[config.mk]
export PLATFORM = sky130hd
export DESIGN_NAME = pc_fetch_sequencer
export DESIGN_NICKNAME = d
export VERILOG_FILES = /design/src/rtl/pc_seq_pkg.sv /design/src/rtl/pc_fetch_sequencer_pcplus4.sv /design/src/rtl/pc_fetch_sequencer.sv
export SDC_FILE = /design/constraint.sdc
export NUM_CORES = 1
export LEC_CHECK = 0
export CAP_MARGIN = 5
export CORE_MARGIN = 3
export CORE_UTILIZATION = 47
export DETAILED_ROUTE_END_ITERATION = 7
export GPL_ROUTABILITY_DRIVEN = 0
export PLACE_DENSITY = 0.8
export SETUP_SLACK_MARGIN = 0.4
export SYNTH_ARGS = -nofsm -noshare
export SYNTH_HDL_FRONTEND = slang
export SYNTH_HIERARCHICAL = 1
export SYNTH_SLANG_ARGS = --single-unit
[constraint.sdc]
create_clock -name clk -period 3.1 [get_ports clk]
set_input_delay 0.775 -clock clk [delete_from_list [all_inputs] [get_ports clk]]
set_output_delay 0.775 -clock clk [all_outputs]
set_load 0.005 [all_outputs]
[src/rtl/pc_seq_pkg.sv]
// Shared constants and types for the PC fetch sequencer.
// Holds the sequencer states, the redirect kinds and the default vectors.
package pc_seq_pkg;

    localparam logic [1:0] ST_IDLE   = 2'd0;
    localparam logic [1:0] ST_REQ    = 2'd1;
    localparam logic [1:0] ST_HALTED = 2'd2;

    typedef enum logic [1:0] {
        RD_NONE   = 2'd0,
        RD_BRANCH = 2'd1,
        RD_JUMP   = 2'd2,
        RD_TRAP   = 2'd3
    } redirect_kind_e;

    localparam logic [31:0] DEFAULT_RESET_VECTOR = 32'h0000_0000;
    localparam logic [31:0] DEFAULT_TRAP_VECTOR  = 32'h0000_0080;

    function automatic logic is_misaligned(input logic [31:0] target);
        return target[1:0] != 2'b00;
    endfunction

endpackage

[src/rtl/pc_fetch_sequencer_pcplus4.sv]
// Sequential-address adder for the fetch PC.
// Wraps silently modulo 2^32.
module pc_fetch_sequencer_pcplus4 (
    input  logic [31:0] pc,
    output logic [31:0] pc_plus4
);

    assign pc_plus4 = pc + 32'd4;

endmodule

[src/rtl/pc_fetch_sequencer.sv]
// Program counter owner and imem req/ack fetch sequencer.
// Redirects arriving while a fetch is outstanding are parked and applied on the ack.
module pc_fetch_sequencer
    import pc_seq_pkg::*;
#(
    parameter logic [31:0] RESET_VECTOR = DEFAULT_RESET_VECTOR,
    parameter logic [31:0] TRAP_VECTOR  = DEFAULT_TRAP_VECTOR
) (
    input  logic        clk,
    input  logic        reset,
    input  logic        stall,
    input  logic        halt,
    input  logic        branch_taken,
    input  logic [31:0] branch_target,
    input  logic        jump,
    input  logic [31:0] jump_target,
    input  logic        trap,
    input  logic        imem_ack,
    output logic        imem_req,
    output logic [31:0] imem_addr,
    output logic        instr_valid,
    output logic [31:0] PC,
    output logic [31:0] PCplus4,
    output logic        misaligned,
    output logic        halted
);

    logic [1:0]     state_q, state_d;
    logic [31:0]    pc_q, pc_d;
    redirect_kind_e pend_kind_q, pend_kind_d;
    logic [31:0]    pend_target_q, pend_target_d;
    logic           halt_pend_q, halt_pend_d;

    logic [31:0]    pc_plus4;
    redirect_kind_e in_kind;
    logic [31:0]    in_target;
    logic           in_mis;
    logic           in_accept;
    logic           pend_valid;
    logic [31:0]    sel_target;

    pc_fetch_sequencer_pcplus4 u_pcplus4 (
        .pc       (pc_q),
        .pc_plus4 (pc_plus4)
    );

    // Decode this cycle's redirect inputs; a misaligned target degrades to a trap.
    always_comb begin
        in_kind   = RD_NONE;
        in_target = pc_plus4;
        in_mis    = 1'b0;
        if (trap) begin
            in_kind   = RD_TRAP;
            in_target = TRAP_VECTOR;
        end else if (jump) begin
            in_mis    = is_misaligned(jump_target);
            in_kind   = in_mis ? RD_TRAP : RD_JUMP;
            in_target = in_mis ? TRAP_VECTOR : jump_target;
        end else if (branch_taken) begin
            in_mis    = is_misaligned(branch_target);
            in_kind   = in_mis ? RD_TRAP : RD_BRANCH;
            in_target = in_mis ? TRAP_VECTOR : branch_target;
        end else begin
            in_kind   = RD_NONE;
        end
    end

    // A parked trap can only be displaced by another trap.
    assign pend_valid = (pend_kind_q != RD_NONE);
    assign in_accept  = (in_kind != RD_NONE) &&
                        ((pend_kind_q != RD_TRAP) || (in_kind == RD_TRAP));
    assign sel_target = in_accept ? in_target : (pend_valid ? pend_target_q : pc_plus4);

    // Next-state, next-PC and pending-redirect bookkeeping.
    always_comb begin
        state_d       = state_q;
        pc_d          = pc_q;
        pend_kind_d   = pend_kind_q;
        pend_target_d = pend_target_q;
        halt_pend_d   = halt_pend_q;
        case (state_q)
            ST_IDLE: begin
                if (in_accept || pend_valid) begin
                    pc_d = sel_target;
                end else begin
                    pc_d = pc_q;
                end
                pend_kind_d = RD_NONE;
                if (halt || halt_pend_q) begin
                    state_d = ST_HALTED;
                end else if (!stall) begin
                    state_d = ST_REQ;
                end else begin
                    state_d = ST_IDLE;
                end
            end
            ST_REQ: begin
                if (imem_ack) begin
                    pc_d        = sel_target;
                    pend_kind_d = RD_NONE;
                    halt_pend_d = 1'b0;
                    if (halt || halt_pend_q) begin
                        state_d = ST_HALTED;
                    end else if (stall) begin
                        state_d = ST_IDLE;
                    end else begin
                        state_d = ST_REQ;
                    end
                end else begin
                    if (in_accept) begin
                        pend_kind_d   = in_kind;
                        pend_target_d = in_target;
                    end else begin
                        pend_kind_d   = pend_kind_q;
                    end
                    halt_pend_d = halt_pend_q | halt;
                end
            end
            ST_HALTED: begin
                state_d = ST_HALTED;
            end
            default: begin
                state_d     = ST_IDLE;
                pend_kind_d = RD_NONE;
                halt_pend_d = 1'b0;
            end
        endcase
    end

    // State registers with asynchronous reset.
    always_ff @(posedge clk or posedge reset) begin
        if (reset) begin
            state_q       <= ST_IDLE;
            pc_q          <= RESET_VECTOR;
            pend_kind_q   <= RD_NONE;
            pend_target_q <= RESET_VECTOR;
            halt_pend_q   <= 1'b0;
        end else begin
            state_q       <= state_d;
            pc_q          <= pc_d;
            pend_kind_q   <= pend_kind_d;
            pend_target_q <= pend_target_d;
            halt_pend_q   <= halt_pend_d;
        end
    end

    assign imem_req    = (state_q == ST_REQ);
    assign halted      = (state_q == ST_HALTED);
    assign imem_addr   = pc_q;
    assign PC          = pc_q;
    assign PCplus4     = pc_plus4;
    // Any redirect, new or parked, marks the returning instruction as wrong-path.
    assign instr_valid = imem_ack & imem_req & ~((in_kind != RD_NONE) | pend_valid);
    assign misaligned  = (state_q != ST_HALTED) & in_accept & in_mis;

endmodule
==> results of run 1 <==
-- critical path, cell delays in order (launching register included) --
cell and delay, ns:
dfrtp_1 0.44, ha_4 0.17, nand3_4 0.08, nor4_4 0.30, buf_6 0.16, buf_6 0.12
nand4_1 0.17, xnor2_2 0.27, buf_2 0.16
-- synthesized netlist by cell type (2+ instances only) --
cell / n / area [um^2]
and2_1: 5 / 31.3
nor2_2: 4 / 25.0
a21o_1: 3 / 22.5
a2111oi_0: 8 / 70.1
or2_2: 2 / 12.5
inv_1: 9 / 33.8
xor2_1: 7 / 61.3
a211oi_1: 13 / 97.6
mux2_2: 35 / 394
nor4_4: 2 / 42.5
clkbuf_1: 13 / 48.8
nor4bb_1: 4 / 40.0
o31ai_1: 2 / 15.0
buf_6: 5 / 56.3
o32ai_1: 4 / 35.0
xnor2_1: 21 / 184
o21ai_2: 2 / 17.5
a21bo_2: 9 / 90.1
nor3_1: 10 / 50.1
nand4_1: 18 / 113
and3_1: 3 / 18.8
nor4b_1: 4 / 35.0
a41oi_1: 2 / 17.5
o21ai_0: 31 / 155
o21ai_1: 6 / 30.0
dfrtp_1: 69 / 1730
nand3_1: 22 / 110
a21oi_1: 5 / 25.0
a32o_1: 12 / 120
mux2_1: 2 / 22.5
buf_4: 36 / 270
nor2b_1: 20 / 125
nand2_1: 55 / 206
mux2i_1: 36 / 360
a2111oi_2: 3 / 45.0
buf_2: 19 / 95.1
nor2_1: 45 / 169
-- worst min-delay path by stage --
stage | start | end | slack [ns] | cells past startpoint
after floorplan | pend_target_q[0] | pend_target_q[0] | 0.45 | 1
after global placement | pend_target_q[15] | pend_target_q[15] | 0.46 | 1
after detailed placement | pend_target_q[22] | pend_target_q[22] | 0.47 | 1
after CTS | pend_target_q[22] | pend_target_q[22] | 0.49 | 1
after global routing | pend_target_q[27] | pend_target_q[27] | 0.51 | 1
final | pend_target_q[21] | pend_target_q[21] | 0.49 | 1
-- flip-flops by register name (all words and copies together), names as in the netlist --
register,cells
PC,32
pend_target_q,32
pend_kind_q,2
state_q,2
halt_pend_q,1
-- final cells by class --
class / count / area (um^2) / area share, %
multi-input combinational: 420 / 3510 / 42.7
sequential: 69 / 1730 / 21.0
tap: 136 / 170 / 2.07
timing repair buffer: 284 / 2580 / 31.3
clock inverter: 7 / 90.1 / 1.09
clock buffer: 9 / 124 / 1.50
inverter: 9 / 33.8 / 0.410
-- cell families after synthesis --
logic type | after synthesis
and+or+nand+nor | 204
buffers and inverters | 82
AOI/OAI and AO/OA | 114
xor gates and xnor gates | 28
adders and majority gates | 1
DFF | 69
muxes | 73
-- layer usage --
layer  GRT usage, %  wire, um  up-vias
met5              0         0        -
met4           15.1       906        0
met3           6.14      2060       98
met2           50.7     10400      446
met1           37.9      8090     2825
li1               -         -     2485
-- through the flow --
stage	setup WS (ns)	TNS (ns)	utilization, %	instance area (um^2)
global placement	0.0917	0	67.0	7100
CTS	0.142	0	74.4	7890
detailed placement	0.0832	0	67.0	7100
global route	-0.0203	-0.0203	77.7	8240
finish	0.0966	0	77.7	8240
floorplan	0.585	0	-	5240
-- where the power goes --
group          internal, mW  switching [mW]  total [mW]  leakage, nW
registers              1.06           0.224        1.28        0.898
clock network         0.449           0.391       0.840        0.105
logic                  1.42            1.07        2.49         2.68
total                  2.92            1.69        4.61         3.68
-- what timing repair did --
action | CTS | global route
hold endpoints to repair | 0 | 0
gates resized for setup | 141 | 55
setup buffers | 38 | 16
gates cloned | 0 | 0
setup endpoints to repair | 28 | 37
pin swaps | 32 | 29
==> metrics.md, run 1 <==
| Metric | Value |
|---|---|
| Status | complete, no violations |
| Post-synthesis mux area share | 14.8% |
| Overall power | around 4.6 mW |
| EDFF count, synth | 0 |
| Core Rows | 37 |
| Layout Cells excl Fill | 934 |
| Pwr dens | 560 nW/um^2 |
| Slew HR | 55.6% |
| Largest net degree at the start of global routing | 44 |
| Startpoint Class | flip-flop |
| Routed WL | 21.5 mm |
| Measured slew at the worst slew-check pin | 0.665 ns |
| Dpl hpwl | 12.7 mm |
| Total GRT Usage | 30.5% |
| Final ANT Viol Nets | 0 |
| Simple-gate share of the synthesized area | 20.4% |
| Overflow after GRT | 0 |
| # DRC | 0 |
| R2R cell count | 13 |
| Initial core utilization | 49.4% |
| DR pass1 iterations | 5 |
| Xor and xnor area share after synthesis | 4.68% |
| Drt first-iter violations | between 600 and 700 |
| Setup Crit Path Kind | flip-flop to output port |
| Worst Path Required | roughly 2.3 ns |
| Ant diodes | 0 |
| Avg Cell Area, Syn | between 9 and 10 um^2 |
| Area Overhead vs Synth | 57.2% |
| Period Utilization, post-route | 96.9% |
| Final nets | 866 |
| Final Slew Violations | 0 |
| CP startpoint | PC[3] |
| YS warnings | 6 |
| Asr flop ratio synth | 100% |
| Arr. time, crit path | 2.23 ns |
| Layout cells sized above 1 | 34.0% |
| Clock-pin slew on the worst setup and hold paths | 0.08 ns |
| Die span in x | 112 um |
| Post-Synth Adder-Cell Area | 0.239% |
| Layout Skew | 0.00719 ns |
| First-pass GRT wire length | 30.7 mm |
| #FFs+latches synth | 69 |
| Fillcell total | between 600 and 700 |
| Worst R2R End | pend_target_q[30] |
| Crit path capture | PCplus4[28] |
| Syn nets | 644 |
| Initial antenna violation count | 0 |
| Die height | 112 um |
| Reg2Reg Setup Slack | 0.24 ns |
| Clock Sinks | 69 |
| Unrepaired setup endpoints after global routing | true |
| Reg-to-reg startpoint | PC[3] |
| Clock Latency Late Sink | 0.36 ns |
| Most common cell after layout, fill and taps aside | clkdlybuf4s50_1 |
| Port Buffers | roughly 170 |
| Vias in the first global route | just under 6000 |
| CTS max path bufs | 2 |
| Synth unique cells | between 60 and 70 |
| Average wire per standard cell | 23.0 um |
| Leakage | ~3.7 nW |
| Core Area | 10600 um^2 |
| Via count | about 5900 |
| Minimum clock period | 3.00 ns |
| Hold Fails Final Rpt | 0 |
| Area fraction in compound gates after synthesis | roughly 17% |
| Sequential area share after synthesis | 32.9% |
| Placed Cells | 864 |
| Ports | between 150 and 200 |
| Clock buffer count from CTS | 9 |
| Worst hold slack | 0.487 ns |
| Mapped Cells | 571 |
| Max Cap Viol | 0 |
| Main flop type after synthesis | dfrtp_1 |
| Setup Viol. Count Final | 0 |
| Largest family of logic cells by synthesized area | simple AND/OR/NAND/NOR gates |
| Highest ir drop seen on vdd | 0.000447 V |
| CTS root buf | clkbuf_8 |
| Crit end category | output port |
| Fmax | 0.333 GHz |
| Post-Syn Area | between 5000 and 6000 um^2 |
| Cts hold-fix bufs | 0 |
| H-tree Lvls | 3 |
| CP max FO | 4 |
| CTS tree | done |
| Hold/Removal Path Class | flip-flop to flip-flop |
| Commonest cells after routing, fill and taps aside | 139 x clkdlybuf4s50_1, 87 x buf_4, 68 x dfrtp_1 |
| Die area | 12500 um^2 |
| Vias per std cell | 6.27 |
No activity file was read; power rests on OpenSTA's default activity.
==> run 2: changes to the inputs <==
--- a/config.mk
+++ b/config.mk
@@ -8,6 +8,7 @@
 export CAP_MARGIN = 5
 export CORE_MARGIN = 3
 export CORE_UTILIZATION = 47
+export CTS_BUF_LIST = sky130_fd_sc_hd__clkbuf_16
 export DETAILED_ROUTE_END_ITERATION = 7
 export GPL_ROUTABILITY_DRIVEN = 0
 export PLACE_DENSITY = 0.8
==> metrics.md, run 2 (same netlist as run 1, synthesis figures left out) <==
| Metric | Value |
|---|---|
| Clock Power Share | 23.0% |
| Die span in x | 112 um |
| Top Metal Used | met4 |
| Dpl hpwl | 12.7 mm |
| CTS root buf | clkbuf_16 |
| Minimum clock period | 3.14 ns |
| Critical Path Slowest Stage Cell | dfrtp_1 |
| Leakage | 3.72 nW |
| Crit end category | output port |
| Unrepaired setup endpoints after global routing | true |
| Core Area | 10600 um^2 |
| Reg-to-reg startpoint | PC[3] |
| Hold Path Depth | 1 |
| Worst R2R End | PC[30] |
| Arr. time, crit path | 2.36 ns |
| Max stage delay on crit path | roughly 0.42 ns |
| Clock Latency Late Sink | 0.34 ns |
| Hold/Removal Path Class | flip-flop to flip-flop |
| First-pass GRT wire length | 30.7 mm |
| Port Buffers | 171 |
| Combinational fraction of design power | 51.1% |
| Drt first-iter violations | 737 |
| Total negative slack | -0.0425 ns |
| R2R cell count | 14 |
| Sequential Power Share | 25.9% |
| Sw Pwr | 1.71 mW |
| Setup Viol. Count Final | 2 |
| Failing checks | setup timing |
| CP max FO | 3 |
| Ports | 172 |
| Metal-1 WL | 7.80 mm |
| Most common cell after layout, fill and taps aside | clkdlybuf4s50_1 |
| Setup Crit Path Kind | flip-flop to output port |
| Commonest cells after routing, fill and taps aside | 139 x clkdlybuf4s50_1, 96 x buf_4, 68 x dfrtp_1 |
| Sw frac | 34.9% |
| Setup ws final | -0.0400 ns |
| Routed WL | approximately 21 mm |
| Worst Path Required | 2.32 ns |
| Initial antenna violation count | 0 |
| Hold Startpoint | pend_target_q[21] |
| Fmax | 0.318 GHz |
| Layout cells sized above 1 | about a third |
| Period Utilization, post-route | 101% |
| Die height | 112 um |
| DR pass1 iterations | 6 |
| Total GRT Usage | 30.4% |
| Status | finished with violations |
| # DRC | 0 |
| Pwr dens | just under 600 nW/um^2 |
| Max Cap Viol | 0 |
| Final nets | 870 |
| Fillcell total | 613 |
| Hold EP | pend_target_q[21] |
| Cts hold-fix bufs | 0 |
| Layout Skew | 0.0107 ns |
| Final Slew Violations | 0 |
| Core Rows | 37 |
| Ant diodes | 0 |
| Via count | 5948 |
| CTS max path bufs | 2 |
| Clock Sinks | between 60 and 70 |
| Startpoint Class | flip-flop |
| Reg2Reg Setup Slack | roughly 0.14 ns |
| Clock buffer count from CTS | 9 |
| Measured slew at the worst slew-check pin | 0.622 ns |
| Critical path, cell by cell | buf_6 > nand4_1 > buf_4 > nor4_4 > buf_6 > buf_4 > nand4_1 > xnor2_2 > buf_2 |
| Vias per std cell | 6.34 |
| Slew HR | 57.5% |
| Pint | approximately 3.2 mW |
| Average wire per standard cell | about 23 um |
| Final ANT Viol Nets | 0 |
| Area Overhead vs Synth | 58.2% |
| Die area | ~12000 um^2 |
| CTS tree | done |
| Worst hold slack | between 0.4 and 0.5 ns |
| Overflow after GRT | 0 |
| Clock-pin slew on the worst setup and hold paths | 0.07 ns |
| Largest net degree at the start of global routing | 44 |
| Met3 wire len | 2.35 mm |
| Vias in the first global route | 5784 |
| H-tree Lvls | 3 |
| Initial core utilization | 49.4% |
| Routed length on met2 | 10.2 mm |
| Highest ir drop seen on vdd | about 0.00039 V |
| Hold Fails Final Rpt | 0 |
==> run 2: changes by cell type in the layout (fill, tap and decap cells not counted), moves of 3 or more <==
cell,before,now
nand3_2,0,3
xnor2_2,13,17
nand2_1,50,54
buf_4,87,96
buf_6,24,19
clkbuf_8,9,0
nand2_4,4,1
nand3_4,7,4
clkbuf_16,0,9
dlygate4sd2_1,7,4
xnor2_4,7,4
==> run 2: per-layer routing <==
layer	vias up	global-route usage (%)
met5	-	0
met4	0	13.1
met3	114	6.36
met2	493	50.7
met1	2852	38.3
li1	2489	-
==> run 2: worst max path at each step <==
stage                     cells past startpoint  slack, ns              from     endpoint
after floorplan                               1       0.59             reset        PC[0]
after global placement                        5       0.09  branch_target[0]   misaligned
after detailed placement                      5       0.08              trap  instr_valid
after CTS                                     9       0.15             PC[3]  PCplus4[18]
after global routing                          9      -0.07             PC[3]  PCplus4[25]
final                                         9      -0.04             PC[3]  PCplus4[31]
==> run 2: metrics by stage <==
| step | std cells | cell area (um^2) | utilization, % | power, mW | worst slack [ns] |
|---|---|---|---|---|---|
| after floorplan | 571 | 5240 | - | 2.11 | 0.585 |
| after global placement | 864 | 7100 | 67.0 | 3.21 | 0.0917 |
| after detailed placement | 864 | 7100 | 67.0 | 3.25 | 0.0832 |
| after CTS | 915 | 7930 | 74.8 | 4.59 | 0.150 |
| after global routing | 938 | 8290 | 78.2 | 5.08 | -0.0669 |
| final | 938 | 8290 | 78.2 | 4.90 | -0.0400 |
==> run 2: power by group through the flow <==
stage	Sequential, mW	Clock [mW]	Combinational, mW
floorplan	1.29	0	0.821
global placement	1.22	0	1.99
detailed placement	1.22	0	2.03
CTS	1.23	1.10	2.26
global route	1.28	1.17	2.63
finish	1.27	1.13	2.50
==> run 2: layout make-up <==
type                            count  area [um^2]  area share, %
Inverter                            9         33.8          0.407
Multi-Input combinational cell    420         3460           41.7
Clock inverter                      7         90.1           1.09
Tap cell                          136          170           2.05
Sequential cell                    69         1730           20.8
Timing Repair Buffer              288         2590           31.2
Clock buffer                        9          225           2.72
==> run 2: repair_timing <==
item                       in CTS  in global routing
buffers inserted               35                 23
gates resized for setup       108                 80
pin swaps                      29                 34
setup endpoints to repair      28                 37
==> run 2: critical path: cells and delay by family, from the launching register on <==
kind | cells | cell delay [ns]
and+or+nand+nor | 3 | 0.56
buffers and inverters | 5 | 0.79
xor gates and xnor gates | 1 | 0.25
DFF | 1 | 0.42
==> run 3: changes to the inputs <==
--- a/config.mk
+++ b/config.mk
@@ -6,11 +6,12 @@
 export NUM_CORES = 1
 export LEC_CHECK = 0
 export CAP_MARGIN = 5
-export CORE_MARGIN = 3
+export CORE_MARGIN = 5
 export CORE_UTILIZATION = 47
 export CTS_BUF_LIST = sky130_fd_sc_hd__clkbuf_16
 export DETAILED_ROUTE_END_ITERATION = 7
 export GPL_ROUTABILITY_DRIVEN = 0
+export GPL_TIMING_DRIVEN = 0
 export PLACE_DENSITY = 0.8
 export SETUP_SLACK_MARGIN = 0.4
 export SYNTH_ARGS = -nofsm -noshare
==> metrics.md, run 3 (same netlist as run 1, synthesis figures left out) <==
| Metric | Value |
|---|---|
| Status | complete, no violations |
| Slew HR | between 40 and 50% |
| Minimum clock period | slightly below 3 ns |
| Cell family with most CP delay | buffers and inverters |
| Pwr dens | 598 nW/um^2 |
| CTS tree | done |
| Total negative slack | 0 ns |
| Core Area | approximately 11000 um^2 |
| Overall power | slightly above 5 mW |
| Drt first-iter violations | 642 |
| Critical path, cell by cell | buf_6 > nand4_1 > buf_6 > nor4_4 > buf_6 > buf_8 > nand4_1 > xnor2_2 > buf_2 |
| Arr. time, crit path | 2.14 ns |
| Met3 Use GR | 5.90% |
| Critical Path Slowest Stage Cell | dfrtp_2 |
| Hold/Removal Path Class | flip-flop to flip-flop |
| Die span in x | between 100 and 150 um |
| Core Rows | 38 |
| Clock buffer count from CTS | 9 |
| Measured slew at the worst slew-check pin | between 0.8 and 0.9 ns |
| Average wire per standard cell | 22.6 um |
| Max Cap Viol | 0 |
| Commonest cells after routing, fill and taps aside | 137 x clkdlybuf4s50_1, 105 x buf_4, 51 x nand2_1 |
| Total GRT Usage | 29.9% |
| Final Slew Violations | 0 |
| First-pass GRT wire length | 30.9 mm |
| Setup ws final | between 0.15 and 0.2 ns |
| Clock Sinks | 69 |
| Layout Skew | 0.00696 ns |
| Overflow after GRT | 0 |
| Ports | between 150 and 200 |
| Worst slack, placed | -0.617 ns |
| Hold Fails Final Rpt | 0 |
| Crit-path most repeated cell | buf_6 |
| Vias per std cell | 6.23 |
| Ant diodes | 0 |
| Routed WL | 22.3 mm |
| Buf/Inv on CP | 5 |
| Dpl hpwl | 13.7 mm |
| Max stage delay on crit path | 0.39 ns |
| Met2 usage | 48.3% |
| Crit end category | output port |
| CP max FO | 5 |
| Largest net degree at the start of global routing | 70 |
| Port Buffers | 171 |
| # DRC | 0 |
| Fmax | 0.343 GHz |
| Period Utilization, post-route | a little over nine tenths |
| Layout Cells excl Fill | around 990 |
| Initial antenna violation count | 0 |
| DR pass1 iterations | 8 |
| Clock-pin slew on the worst setup and hold paths | 0.06 ns |
| Area Overhead vs Synth | 65.2% |
| Initial core utilization | a little under 50% |
| Clock Latency Late Sink | 0.33 ns |
| Layout cells sized above 1 | 38.9% |
| Vias in the first global route | 5974 |
| Most common cell after layout, fill and taps aside | clkdlybuf4s50_1 |
| Setup Viol. Count Final | 0 |
| Unrepaired setup endpoints after global routing | true |
| Final ANT Viol Nets | 0 |
| Setup Crit Path Kind | flip-flop to output port |
| Die area | 13400 um^2 |
| Cts hold-fix bufs | 0 |
| Leakage | 3.90 nW |
| H-tree Lvls | 3 |
| Final nets | 916 |
| Startpoint Class | flip-flop |
| Die height | around 120 um |
| Via count | 6158 |
| Placed Cells | 882 |
| GRT busiest layer | met2 |
| CTS root buf | clkbuf_16 |
| Highest ir drop seen on vdd | 0.000420 V |
| Met1 usage in global routing | 38.0% |
| Worst Path Required | between 2 and 2.5 ns |
| CTS max path bufs | 2 |
## run 3: cell count changes in the layout (fill, tap and decap cells not counted), moves of 3 or more
| cell | previous run | this run |
|---|---|---|
| dfrtp_1 | 68 | 46 |
| xnor2_2 | 17 | 13 |
| buf_6 | 19 | 26 |
| nand3_1 | 16 | 13 |
| nand2_1 | 54 | 51 |
| mux2i_1 | 33 | 36 |
| dlygate4sd2_1 | 4 | 8 |
| clkbuf_1 | 0 | 11 |
| buf_2 | 20 | 37 |
| buf_4 | 96 | 105 |
| dfrtp_2 | 1 | 23 |
## run 3: final timing paths
| path | start | to | slack (ns) | cells past startpoint |
|---|---|---|---|---|
| worst max-delay path | PC[3] | PCplus4[25] | 0.18 | 9 |
| worst min-delay path | pend_target_q[20] | pend_target_q[20] | 0.48 | 1 |
| worst max register to register | PC[3] | pend_target_q[15] | 0.23 | 18 |
| worst min register to register | pend_target_q[20] | pend_target_q[20] | 0.48 | 1 |
| max in group asynchronous | reset | PC[19] | 1.48 | 2 |
| min in group asynchronous | reset | PC[9] | 0.98 | 2 |
## run 3: layout make-up
class	count	area, um^2
Clock buffer	9	225
Fill cell	628	2230
Timing Repair Buffer	261	2360
Tap cell	140	175
Sequential cell	69	1760
Buffer	73	487
Clock inverter	7	106
Inverter	9	36.3
Multi-Input combinational cell	420	3510
## run 3: power by group
| group | total (mW) | switching (mW) | internal (mW) |
|---|---|---|---|
| Sequential | 1.37 | 0.291 | 1.07 |
| Combinational | 2.64 | 1.02 | 1.62 |
| Clock | 1.17 | 0.398 | 0.776 |
| Total | 5.18 | 1.71 | 3.47 |
## run 3: worst register-to-register path, stage by stage (launching register included)
cell and delay (ns):
dfrtp_2 0.39, buf_6 0.10, nand4_1 0.11, buf_6 0.16, or2_4 0.25, nor3_4 0.16
xor2_2 0.11, buf_4 0.15, buf_6 0.10, buf_6 0.10, buf_6 0.10, buf_6 0.10
buf_6 0.10, buf_6 0.10, buf_6 0.10, mux2i_1 0.17, o21ai_2 0.10, nand4_1 0.12
a21bo_2 0.23
## run 3: per-stage QoR
stage,utilization (%),hold slack [ns],cell area [um^2]
global route,79.5,0.488,8660
floorplan,-,0.453,5240
finish,79.5,0.485,8660
detailed placement,65.5,0.470,7130
global placement,65.5,0.462,7130
CTS,75.8,0.481,8250
## run 3: layer usage
metal / vias to the layer above / routed length [um]
met3: 116 / 2530
li1: 2588 / -
met2: 518 / 10600
met5: - / 0
met1: 2936 / 8100
met4: 0 / 1070
## run 3: timing repair
action | in CTS | in global routing
buffers inserted | 54 | 36
gates resized for setup | 198 | 41
endpoints found under the hold margin | 0 | 0
endpoints found under the setup margin | 60 | 36
pin swaps | 31 | 32
